<file path="src/rtl/lii_tx_mux.sv">
// LII transmit mux: arbitrates NIN kernel streams onto one tagged physical channel via a 2-entry FIFO.
// Optional packet lock is enabled by defining LII_TX_PKT_LOCK_EN; the default build is beat round-robin.
module lii_tx_mux #(
  parameter int unsigned      NIN     = 2,
  parameter int unsigned      DW      = 48,
  parameter int unsigned      PW      = 64,
  parameter logic [7:0]       SRC_ID  = 8'h00,
  parameter logic [NIN*8-1:0] DST_IDS = '0
) (
  input  logic              aclk,
  input  logic              arst,
  input  logic [NIN*DW-1:0] s_tdata,
  input  logic [NIN-1:0]    s_tvalid,
  input  logic [NIN-1:0]    s_tlast,
  output logic [NIN-1:0]    s_tready,
  output logic [PW-1:0]     lii_out_p0_tdata,
  output logic              lii_out_p0_tvalid,
  input  logic              lii_out_p0_tready,
  output logic [7:0]        lii_out_p0_src,
  output logic [7:0]        lii_out_p0_dst
);

  localparam int unsigned LW = (NIN > 1) ? $clog2(NIN) : 1;

  typedef enum logic {IDLE, LOCKED} state_t;

  state_t          state_q, state_d;
  logic [LW-1:0]   last_q, last_d;
  logic [1:0]      count_q, count_d;
  logic            wr_q, rd_q;
  logic [PW-1:0]   data_q [2];
  logic [7:0]      dst_q  [2];

  logic [LW-1:0]   gnt;
  logic            gnt_vld;
  logic            space;
  logic            push;
  logic            pop;
  logic            gnt_last;
  logic [PW-1:0]   push_data;
  logic [7:0]      push_dst;
  int unsigned     idx;

  // Rotating priority search from last+1; a locked packet keeps its stream
  always_comb begin
    gnt     = last_q;
    gnt_vld = 1'b0;
    idx     = 0;
    if (state_q == LOCKED) begin
      gnt_vld = 1'b1;
    end else begin
      for (int unsigned k = NIN; k >= 1; k--) begin
        idx = int'(last_q) + k;
        if (idx >= NIN) idx = idx - NIN;
        if (s_tvalid[LW'(idx)]) begin
          gnt     = LW'(idx);
          gnt_vld = 1'b1;
        end
      end
    end
  end

  // Space comes from the registered count only, so a same-cycle pop never frees a slot
  assign space = (count_q < 2'd2);

  always_comb begin
    for (int unsigned i = 0; i < NIN; i++) begin
      s_tready[i] = space && gnt_vld && (LW'(i) == gnt);
    end
  end

  assign push      = space && gnt_vld && s_tvalid[gnt];
  assign pop       = (count_q != 2'd0) && lii_out_p0_tready;
  assign push_data = PW'(s_tdata[gnt*DW +: DW]);
  assign push_dst  = DST_IDS[gnt*8 +: 8];
  assign gnt_last  = s_tlast[gnt];

  always_comb begin
    count_d = count_q;
    last_d  = last_q;
    state_d = state_q;
    if (push && !pop)      count_d = count_q + 2'd1;
    else if (!push && pop) count_d = count_q - 2'd1;
    if (push) begin
      last_d = gnt;
`ifdef LII_TX_PKT_LOCK_EN
      state_d = gnt_last ? IDLE : LOCKED;
`else
      state_d = IDLE;
`endif
    end
  end

`ifndef LII_TX_PKT_LOCK_EN
  logic unused_tlast;
  assign unused_tlast = gnt_last;
`endif

  always_ff @(posedge aclk) begin
    if (arst) begin
      state_q <= IDLE;
      last_q  <= LW'(NIN - 1);
      count_q <= 2'd0;
      wr_q    <= 1'b0;
      rd_q    <= 1'b0;
      for (int i = 0; i < 2; i++) begin
        data_q[i] <= '0;
        dst_q[i]  <= '0;
      end
    end else begin
      state_q <= state_d;
      last_q  <= last_d;
      count_q <= count_d;
      if (push) begin
        data_q[wr_q] <= push_data;
        dst_q[wr_q]  <= push_dst;
        wr_q         <= ~wr_q;
      end
      if (pop) rd_q <= ~rd_q;
    end
  end

  // Head of FIFO drives the link; everything reads zero while empty
  assign lii_out_p0_tvalid = (count_q != 2'd0);
  assign lii_out_p0_tdata  = lii_out_p0_tvalid ? data_q[rd_q] : '0;
  assign lii_out_p0_dst    = lii_out_p0_tvalid ? dst_q[rd_q] : 8'h00;
  assign lii_out_p0_src    = lii_out_p0_tvalid ? SRC_ID : 8'h00;

endmodule

</file>
<file path="config.mk">
export PLATFORM = sky130hd
export DESIGN_NAME = lii_tx_mux
export DESIGN_NICKNAME = d
export VERILOG_FILES = /design/src/rtl/lii_tx_mux.sv
export SDC_FILE = /design/constraint.sdc
export NUM_CORES = 1
export LEC_CHECK = 0
export BUFFER_PORTS_ARGS = -buffer_cell sky130_fd_sc_hd__buf_2
export CAP_MARGIN = 20
export CORE_AREA = 2 2 125 127
export DETAILED_ROUTE_END_ITERATION = 10
export DIE_AREA = 0 0 127 129
export GPL_TIMING_DRIVEN = 1
export PLACE_DENSITY_LB_ADDON = 0.05
export SYNTH_ARGS = -nofsm -noshare
export SYNTH_HDL_FRONTEND = slang
export SYNTH_SLANG_ARGS = --single-unit
</file>
<file path="constraint.sdc">
create_clock -name aclk -period 5.8 [get_ports aclk]
set_input_delay 0.29 -clock aclk [delete_from_list [all_inputs] [get_ports aclk]]
set_output_delay 0.29 -clock aclk [all_outputs]
set_load 0.01 [all_outputs]
</file>
# --- Word-level counts from Yosys, hierarchy flattened ---
# Memory sizes are Yosys's and may differ from the RTL's. A register that Yosys moved wholly into a read port is not among the register bits.
# Cells that the tools add are included.
classes:
  add_sub_neg: 6
  magnitude_cmp: 6
  div_mod_pow: 0
  eq_ne: 0
  n_reduce_logical: 13
  bitwise: 3
  multipliers: 1
  shift: 2
  muxes: 31
op_table:
  columns: ["operator", "count"]
  rows:
  - ["variable part select 96 x 8 -> 48 bit", 1]
  - ["2-to-1 mux 64 bit", 1]
  - ["2-to-1 mux 48 bit", 1]
  - ["OR reduction 48 bit", 1]
  - ["2-to-1 mux 1 bit", 25]
  - ["2-to-1 mux 8 bit", 2]
  - ["variable part select 16 x 5 -> 8 bit (first input constant)", 1]
  - ["OR reduction 8 bit", 1]
  - ["logical AND 1 bit", 7]
  - ["< comparator 1 x 2 -> 1 bit (second input constant)", 3]
  - ["2-to-1 mux 2 bit", 2]
  - ["nonzero test 2 bit", 2]
  - ["adder 1 x 2 -> 3 bit (second input constant)", 1]
  - [">= comparator 3 x 2 -> 1 bit (second input constant)", 1]
  - ["multiplier 1 x 2 -> 3 bit (second input constant)", 1]
  - ["NOT 1 bit", 3]
  - ["adder 1 x 1 -> 2 bit (second input constant)", 1]
  - ["adder 2 x 1 -> 2 bit (second input constant)", 1]
  - [">= comparator 2 bit (second input constant)", 1]
  - ["zero test 1 bit", 2]
  - ["< comparator 2 bit (second input constant)", 1]
  - ["subtractor 1 bit (second input constant)", 2]
  - ["subtractor 2 x 1 -> 2 bit (second input constant)", 1]
totals:
  input_bits: 103
  romBits: 0
  n_memories: 2
  mem_bits_rw: 112
  ff_bits: 5
  latchBits: 0
  elab_cells: 68
mem_list:
  columns: ["memory", "words", "word_bits", "read_ports", "rd_clocked_by_memory_dff", "write_ports", "line", "rtl"]
  rows:
  - ["data_q", 2, 48, 1, 1, 2, "31", "logic [PW-1:0] data_q [2];"]
  - ["dst_q", 2, 8, 1, 1, 2, "32", "logic [7:0] dst_q [2];"]

# --- Depth between registers and ports, before layout ---
# Gate-level depths: netlist (run 1).
depth:
  ltp_word: 15
  depth_mapped: 6

# --- Least setup slack after synthesis (run 1) ---
# No wires, ideal clock.
synth_timing:
  kind: "reg2reg"
  start: "register count_q[1]"
  end: "memory data_q[0][0] (netlist bit), enable pin"
  path_stages_with_launch: 3
  synth_period_minus_slack_ps: 4435
  path_buffers: 0
  setup_time_ps: 520
  path_slack_ps: 1365
  t_arrival_ps: 3915
  cell_sequence: "dfxtp_1 > o21bai_4 > o21ai_0"
synth_rtl:
  columns: ["element", "line", "rtl"]
  rows:
  - ["start, declared", "29", "logic [1:0] count_q, count_d;"]
  - ["start signal, assigned", "113", "count_q <= count_d;"]
  - ["end, declared", "31", null]

# --- Final worst setup path (run 1) ---
layout_timing:
  start: "register last_q"
  end: "output s_tready[1]"
layout_between:
  elab_chain_cells: 9
  word_cells_on_any_way: 18
  classes_between: "4 x add/sub; 2 x order compare; 10 x mux; 2 x reduce/logical"
layout_lines:
  columns: ["element", "line", "rtl"]
  rows:
  - ["start, declared", "28", "logic [LW-1:0] last_q, last_d;"]
  - ["start signal, assigned", "102", "last_q <= LW'(NIN - 1);"]
  - ["start signal, assigned", "112", "last_q <= last_d;"]
  - ["adder 1 x 2 -> 3 bit", "53", "idx = int'(last_q) + k;"]
  - [">= comparator 3 x 2 -> 1 bit / subtractor 1 bit (equally long branches)", "54", "if (idx >= NIN) idx = idx - NIN;"]
  - ["2-to-1 mux 1 bit", "54", null]
  - ["2-to-1 mux 1 bit (implied by the code) (2 in a row)", "55", "if (s_tvalid[LW'(idx)]) begin"]
  - ["2-to-1 mux 1 bit (2 in a row)", "55", null]
  - ["logical AND 1 bit", "68", "s_tready[i] = space && gnt_vld && (LW'(i) == gnt);"]
  - ["logical AND 1 bit (*)", "68", null]
  - ["end, declared", "15", "output logic [NIN-1:0] s_tready,"]
# Mark *: on every way between the ends. The rest lies on a longest branch, timed or not. The select of a mux whose other input is x is not followed.

==> impl_metrics.py, run 1 <==
metrics = {
    "pwr": {
        "clock_power_share": 0.205,
        "power_switching_mw": 0.942,
        "pwr-share-seq": 0.446,
        "internal_power_mw": 1.65,
        "p_leak_nw": 2.58,
        "p_total_mw": 2.59,
        "worst_ir_drop_vdd_v": 0.000161,
        "power_density_mw_per_mm2": 406,
        "switching_share": 0.364,
        "p_comb_frac": 0.349,
    },
    "setup_path": {
        "crit_path_start": "last_q",
        "critPathMaxFanout": 49,
        "required_ps": 5510,
        "crit_type": "reg2out",
        "r2r_cells": 3,
        "regToRegSetupSlack_ps": 3690,
        "critPathMaxStageDelay_ps": 870,
        "worstSetupEndpoint": "s_tready[1]",
        "worstPathCellList": "and2_2 -> nor3_1 -> buf_2",
        "critPathCaptureType": "output pin",
        "crit_slowest_cell": "and2_2",
        "start_kind": "register",
        "timing.rr.start": "count_q[1]",
        "r2r-end": "data_q[0][6]",
        "worst_ep_arrival_time_ps": 1980,
    },
    "cts": {
        "clkLatencyLatePin_ps": 340,
        "post_cts_buffers": 0,
        "hold_buffers": 0,
        "htree_levels": 3,
        "clk_pin_slew_ps": 60,
        "cts-root-buf": "clkbuf_16",
        "clk_path_buf_depth": 2,
        "cts_made_buffers": 9,
        "post_cts_resized": 0,
        "cts_sinks": 102,
        "cts_tree": "built",
    },
    "run_status": {
        "status": "complete, no violations",
    },
    "cells_and_area": {
        "syn2layout_area_growth_pct": 19.3,
        "num-fill-cells": 1530,
        "layout-drive-gt1-share": 0.319,
        "antenna_cells": 0,
        "fin_nets": 724,
    },
    "die": {
        "dieArea_mm2": 0.0164,
        "fp.dieW_um": 127,
        "die_h_um": 129,
        "rows": 45,
        "start_util": 0.357,
        "core_mm2": 0.0150,
        "io_pins": 186,
    },
    "logic_synthesis": {
        "synth_top_area_share": 0.539,
        "yosys.area.top_type": "edfxtp_1",
        "ys_types": 29,
        "synth_area_mm2": 0.00535,
        "yosysMostFrequentCell": "edfxtp_1",
        "syn_inst": 495,
        "ys_seq_elements": 102,
        "yosys_warnings": 0,
        "ys_seq_area_frac": 0.562,
        "synth_flop_cell": "edfxtp_1",
        "synth_edf_count": 96,
        "synth.avg_cell_area_um2": 10.8,
        "synth_area_leaders": "edfxtp_1 54%, mux2i_1 9.0%, a21oi_1 7.3%",
        "synth_common_cells": "96 x edfxtp_1, 78 x a21oi_1, 54 x nor2_1, 49 x nand3_1, 48 x mux2i_1",
        "async_reset_ff_frac": 0,
    },
    "place": {
        "io_buffers": 151,
        "hpwl_um": 8870,
        "dp_slack_ps": 3660,
        "place.gp.congestion": 0.718,
    },
    "grt": {
        "antenna_found_initial": 1,
        "grt_pass1_vias": 4328,
        "grt_first_pass_wirelength_um": 23000,
        "grt.total_usage": 0.184,
        "grt_max_degree": 50,
        "grt.overflow.total": 0,
    },
    "routing": {
        "vias": 4243,
        "vias_per_cell": 5.23,
        "wire_per_inst_um": 18.5,
        "dr.pass1.iters": 4,
        "ant_nets": 0,
        "drt-total-wl_um": 15000,
        "drc": 0,
        "first_iter_violations": 253,
    },
    "sta": {
        "period_share": 0.392,
        "rsz0062_at_grt": "false",
        "hold_viol_final": 0,
        "fin_tns_setup_ps": 0,
        "worstMarginPinSlew_ps": 1020,
        "clock_skew_ps": 3.74,
        "setup_viol": 0,
        "fin_crit_ps": 2270,
        "max-slew-margin-rel": 0.322,
        "worst_slack_ps": 3530,
        "max_freq_mhz": 440,
        "maxSlewViolCount": 0,
    },
    "hold_path": {
        "hp-class": "in2reg",
    },
    "job": {
        "drv_cap": 0,
    },
}
[cell usage in the layout, fill, tap and decap left out, drive strengths merged]
| cell type | Yosys | layout |
|---|---|---|
| or2 | 1 | 1 |
| a21oi | 98 | 98 |
| nand2 | 2 | 2 |
| nand3 | 49 | 49 |
| or3 | 2 | 2 |
| nor3 | 1 | 1 |
| ha | 1 | 1 |
| inv | 3 | 3 |
| o21bai | 1 | 1 |
| xor2 | 3 | 3 |
| dfxtp | 6 | 6 |
| mux2i | 48 | 48 |
| a211o | 1 | 1 |
| xnor2 | 1 | 1 |
| clkbuf | 17 | 11 |
| nor2 | 54 | 54 |
| edfxtp | 96 | 96 |
| buf | 58 | 158 |
| conb | 1 | 32 |
| clkinv | 0 | 4 |
| and2 | 1 | 1 |
| o21ai | 51 | 51 |
[layer usage]
metal / up-vias / routed length, µm / GRT usage
met5: - / 7 / 0
met4: 2 / 213 / 0.0646
met3: 16 / 946 / 0.0291
met2: 168 / 7300 / 0.314
met1: 2069 / 6550 / 0.240
li1: 1988 / - / -
[worst min-delay path by stage]
| stage | cells after the start | slack [ps] | endpoint | from |
|---|---|---|---|---|
| final | 2 | 230 | count_q[1] | arst |
| after global routing | 2 | 240 | count_q[1] | arst |
| after CTS | 2 | 220 | count_q[1] | arst |
| after detailed placement | 2 | 490 | rd_q | rd_q |
| after global placement | 2 | 490 | rd_q | rd_q |
| after floorplan | 2 | 470 | register | rd_q |
[state kept, by name (all words and copies together), names as in the netlist, named ones only]
name,count
data_q,96
rd_q,1
count_q,2
wr_q,1
last_q,1
[kinds of logic (layout without fill, tap and decap cells)]
logic type	Yosys count	count (layout)	synth area share
AO/OA/AOI/OAI	151	151	0.159
AND/OR/NAND/NOR	110	110	0.0917
flip-flops	102	102	0.562
buffers and inverters	78	176	0.0887
multiplexers	48	48	0.0898
XOR/XNOR	4	4	0.00655
adder cells (fa/ha/maj)	1	1	0.00234
other	1	32	0.000701
[per-stage QoR]
step	std cells	area (µm²)	hold WS, ps	utilization
after floorplan	526	5460	472	-
after global placement	794	6060	488	0.405
after detailed placement	797	6130	488	0.409
after CTS	812	6380	216	0.426
after global routing	812	6380	237	0.426
final	812	6380	231	0.426
[power by group through the flow]
stage               Combinational (mW)  Sequential (mW)  Clock, mW
finish                           0.905             1.16      0.531
global route                      1.00             1.18      0.577
CTS                              0.923             1.16      0.544
detailed placement               0.920             1.17          0
global placement                 0.898             1.17          0
floorplan                        0.675             1.09          0
[worst max-delay path: cells and delay by family (launching register included)]
family                 cells  cell delay (ps)
AND/OR/NAND/NOR            2             1010
buffers and inverters      1              210
flip-flops                 1              430
[cell type report]
class	instances	area (µm²)	area share
clock buffer	11	233	0.0365
clock inverter	4	15.0	0.00235
inverter	3	11.3	0.00177
multi-input combinational	346	2020	0.317
sequential	102	3010	0.471
tap	188	235	0.0369
timing repair buffer	158	853	0.134
(Power assumes the default switching activity.)
==> inputs of run 2 (changes only) <==
clock period = 2.3 ns   (was 5.8 ns; I/O delays follow)
==> run 2 against run 1 <==
Against the previous run:
- first-iteration DRC count shrank 2.4%
- largest power group unchanged
- design area grew 2.2%
- worst hold slack lost 180 ps
- routed wire length grew 0.29%
==> impl_metrics.py, run 2 (synthesis results as in run 1) <==
metrics = {
    "routing": {
        "vias_per_cell": 5.13,
        "first_iter_violations": 247,
        "wire_per_inst_um": 18.3,
        "vias": 4232,
        "drt-total-wl_um": 15100,
        "ant_nets": 0,
        "drc": 0,
        "dr.pass1.iters": 4,
    },
    "cells_and_area": {
        "final_area_mm2": 0.00652,
        "top_regs": "data_q (96), count_q (2)",
        "regMostFlops": "data_q",
        "final_cell_mix": "151 x buf_2, 96 x edfxtp_1, 78 x a21oi_1",
        "num-fill-cells": 1482,
        "largest_reg_flops": 96,
        "syn2layout_area_growth_pct": 21.9,
        "fin_nets": 736,
        "finalNonFillerCells": 825,
        "layout-drive-gt1-share": 0.340,
        "final_common_cell": "buf_2",
        "fin_util": 0.435,
    },
    "die": {
        "fp.dieW_um": 127,
        "die_h_um": 129,
        "core_mm2": 0.0150,
        "rows": 45,
        "dieArea_mm2": 0.0164,
        "start_util": 0.357,
        "io_pins": 186,
    },
    "grt": {
        "grt.overflow.total": 0,
        "grt_max_degree": 50,
        "grt.total_usage": 0.187,
        "grt_first_pass_wirelength_um": 23300,
        "antenna_found_initial": 2,
        "grt_pass1_vias": 4331,
    },
    "run_status": {
        "status": "complete, no violations",
    },
    "setup_path": {
        "critPathMaxStageDelay_ps": 560,
        "worstPathCellList": "or2_2 -> buf_12 -> a21oi_1 -> buf_2",
        "worst_ep_arrival_time_ps": 1840,
        "crit_type": "reg2out",
        "crit_family": "simple AND/OR/NAND/NOR gates",
        "crit_slowest_cell": "or2_2",
        "required_ps": 2180,
        "critPathCaptureType": "output pin",
        "start_kind": "register",
        "critPathMaxFanout": 27,
        "worst-path-buf-inv": 2,
    },
    "cts": {
        "clk_path_buf_depth": 2,
        "htree_levels": 3,
        "clk_pin_slew_ps": 70,
        "cts_made_buffers": 9,
        "post_cts_buffers": 0,
        "clkLatencyLatePin_ps": 350,
        "cts_sinks": 102,
        "cts_tree": "built",
        "hold_buffers": 0,
        "cts-root-buf": "clkbuf_16",
        "post_cts_resized": 0,
    },
    "pwr": {
        "worst_ir_drop_vdd_v": 0.000471,
        "p_leak_nw": 2.67,
        "p_total_mw": 6.78,
        "power_density_mw_per_mm2": 1040,
    },
    "sta": {
        "setup_viol": 0,
        "max_freq_mhz": 512,
        "worstMarginPinSlew_ps": 584,
        "max-slew-margin-rel": 0.611,
        "hold_viol_final": 0,
        "worst_slack_ps": 345,
        "maxSlewViolCount": 0,
        "fin_tns_setup_ps": 0,
        "period_share": 0.850,
        "hold_slack_ps": 51.9,
        "clock_skew_ps": 5.50,
        "fin_crit_ps": 1950,
        "rsz0062_at_grt": "false",
    },
    "place": {
        "hpwl_um": 9520,
        "placed_cell_area_mm2": 0.00624,
        "io_buffers": 151,
        "dp_slack_ps": 596,
        "place.gp.congestion": 0.707,
        "dp_cells": 809,
    },
    "hold_path": {
        "hp-class": "in2reg",
    },
    "job": {
        "drv_cap": 0,
    },
}
## run 2: where the power goes
part,internal (mW),leakage [nW],switching (mW),total (mW)
sequential,2.59,1.08,0.200,2.79
clock,0.826,0.142,0.658,1.48
combinational,0.939,1.45,1.57,2.51
## run 2: path summary, 6_finish.rpt
kind | from | cells past startpoint | to | slack, ps
worst min register to register | rd_q | 2 | register | 510
worst min-delay path | arst | 2 | count_q[1] | 50
worst max-delay path | last_q | 4 | s_tready[0] | 350
worst max register to register | count_q[1] | 4 | data_q[0][15] | 580
## run 2: cell type report
type                    count  area [µm²]  area share
inverters                   3        11.3     0.00173
diodes                      1        2.50    0.000384
flip-flops and latches    102        3010       0.461
clock inverters             6        53.8     0.00825
repair buffers            170         961       0.147
well taps                 188         235      0.0361
multi-input cells         346        2020       0.310
clock buffers               9         225      0.0345
## run 2: metal layers
layer	up-vias	share of wire	global-route usage
met5	-	0	0
met1	2039	0.45	0.249
met2	160	0.47	0.308
met4	0	0.023	0.0782
li1	2013	-	-
met3	20	0.053	0.0270
==> inputs of run 3 (changes only) <==
clock period = 1.8 ns   (was 2.3 ns; I/O delays follow)
==> run 3 against run 2 <==
Against the previous run:
- clock power grew 24%
- sequential share of layout area shrank 0.35 points
- core utilization grew 0.35 points
- design area grew 0.81%
- power grew 27%
- die area is the same
- flip-flop and latch count is the same
- cell count grew 0.24%
==> impl_metrics.py, run 3 (synthesis results as in run 1) <==
metrics = {
    "routing": {
        "dr.pass1.iters": 4,
        "vias_per_cell": 5.08,
        "wire_per_inst_um": 18.3,
        "first_iter_violations": 187,
        "drt-total-wl_um": 15100,
        "drc": 0,
        "vias": 4198,
        "ant_nets": 0,
    },
    "cells_and_area": {
        "final_cell_mix": "151 x buf_2, 96 x edfxtp_1, 78 x a21oi_1",
        "top_regs": "data_q (96), count_q (2)",
        "syn2layout_area_growth_pct": 22.9,
        "largest_reg_flops": 96,
        "final_common_cell": "buf_2",
        "layout-drive-gt1-share": 0.341,
        "regMostFlops": "data_q",
        "antenna_cells": 0,
        "final_area_mm2": 0.00657,
        "fin_nets": 738,
    },
    "setup_path": {
        "crit_type": "reg2out",
        "worstPathCellList": "buf_4 -> or2_2 -> buf_6 -> a21oi_1 -> buf_2",
        "start_kind": "register",
        "worst_ep_arrival_time_ps": 1640,
        "required_ps": 1710,
        "r2r_cells": 5,
        "critPathMaxFanout": 25,
        "critPathMaxStageDelay_ps": 330,
        "crit_slowest_cell": "dfxtp_2",
        "critPathCaptureType": "output pin",
    },
    "hold_path": {
        "hp-class": "in2reg",
        "hold_depth": 2,
    },
    "cts": {
        "cts-root-buf": "clkbuf_16",
        "cts_sinks": 102,
        "cts_made_buffers": 9,
        "clkLatencyLatePin_ps": 350,
        "hold_buffers": 0,
        "post_cts_buffers": 0,
        "cts_tree": "built",
        "clk_path_buf_depth": 2,
        "clk_pin_slew_ps": 70,
        "htree_levels": 3,
    },
    "pwr": {
        "internal_power_mw": 5.55,
        "switching_share": 0.357,
        "power_density_mw_per_mm2": 1310,
        "pwr-share-seq": 0.404,
        "p_total_mw": 8.63,
        "power_switching_mw": 3.08,
        "p_leak_nw": 2.68,
        "clock_power_share": 0.213,
        "worst_ir_drop_vdd_v": 0.000604,
        "p_comb_frac": 0.383,
    },
    "die": {
        "fp.dieW_um": 127,
        "rows": 45,
        "die_h_um": 129,
        "start_util": 0.357,
        "io_pins": 186,
        "core_mm2": 0.0150,
        "dieArea_mm2": 0.0164,
    },
    "grt": {
        "grt.total_usage": 0.186,
        "grt_first_pass_wirelength_um": 23100,
        "grt_pass1_vias": 4326,
        "grt_max_degree": 33,
        "grt.overflow.total": 0,
        "antenna_found_initial": 0,
    },
    "run_status": {
        "status": "complete, no violations",
    },
    "sta": {
        "max-slew-margin-rel": 0.606,
        "max_freq_mhz": 579,
        "worstMarginPinSlew_ps": 589,
        "period_share": 0.960,
        "fin_crit_ps": 1730,
        "hold_viol_final": 0,
        "worst_slack_ps": 71.9,
        "clock_skew_ps": 6.67,
        "maxSlewViolCount": 0,
        "rsz0062_at_grt": "true",
        "setup_viol": 0,
    },
    "place": {
        "place.gp.congestion": 0.706,
        "dp_slack_ps": 161,
        "hpwl_um": 9610,
        "placed_cell_area_mm2": 0.00628,
        "io_buffers": 151,
    },
    "job": {
        "drv_cap": 0,
    },
}
[run 3: cell type report]
class	instances	area, µm²
repair buffers	172	1000
clock inverters	1	5.00
fillers	1511	8400
multi-input cells	346	2040
well taps	188	235
flip-flops and latches	102	3010
clock buffers	15	268
inverters	3	11.3
[run 3: path summary, 6_finish.rpt]
kind	from	end	slack, ps
setup / recovery	last_q	s_tready[0]	70
hold / removal	arst	count_q[1]	20
setup reg to reg	count_q[1]	count_q[1]	140
hold reg to reg	rd_q	rd_q	510
[run 3: routing by layer]
metal | up-vias | part of all wire | track usage
met2 | 143 | 0.50 | 0.333
met1 | 2022 | 0.43 | 0.231
met5 | - | 0 | 0
met4 | 0 | 0.012 | 0.0601
met3 | 11 | 0.049 | 0.0291
li1 | 2022 | - | -
[run 3: through the flow]
stage | utilization | std cells | setup TNS (ps) | hold WS [ps]
after floorplan | - | 526 | 0 | 371
after global placement | 0.418 | 810 | -13360 | 370
after detailed placement | 0.420 | 811 | 0 | 375
after CTS | 0.438 | 827 | 0 | 7.80
after global routing | 0.439 | 827 | 0 | 22.5
final | 0.439 | 827 | 0 | 24.1
[run 3: what timing repair did]
item,CTS,global route
endpoints found under the setup margin,1,1
pin swaps,0,1
resized for setup,1,3
hold endpoints to repair,0,0
[run 3: critical path: cells and delay by family, from the launching register on]
kind | cells | cell delay, ps
AO/OA/AOI/OAI | 1 | 140
buffers and inverters | 3 | 510
flip-flops | 1 | 330
AND/OR/NAND/NOR | 1 | 300
[run 3: power by group through the flow]
stage	clock network [mW]	registers [mW]	logic, mW
6_report	1.84	3.48	3.30
3_3_place_gp	0	3.52	3.33
2_1_floorplan	0	3.48	2.19
3_5_place_dp	0	3.54	3.35
5_1_grt	1.96	3.55	3.66
4_1_cts	1.88	3.49	3.36
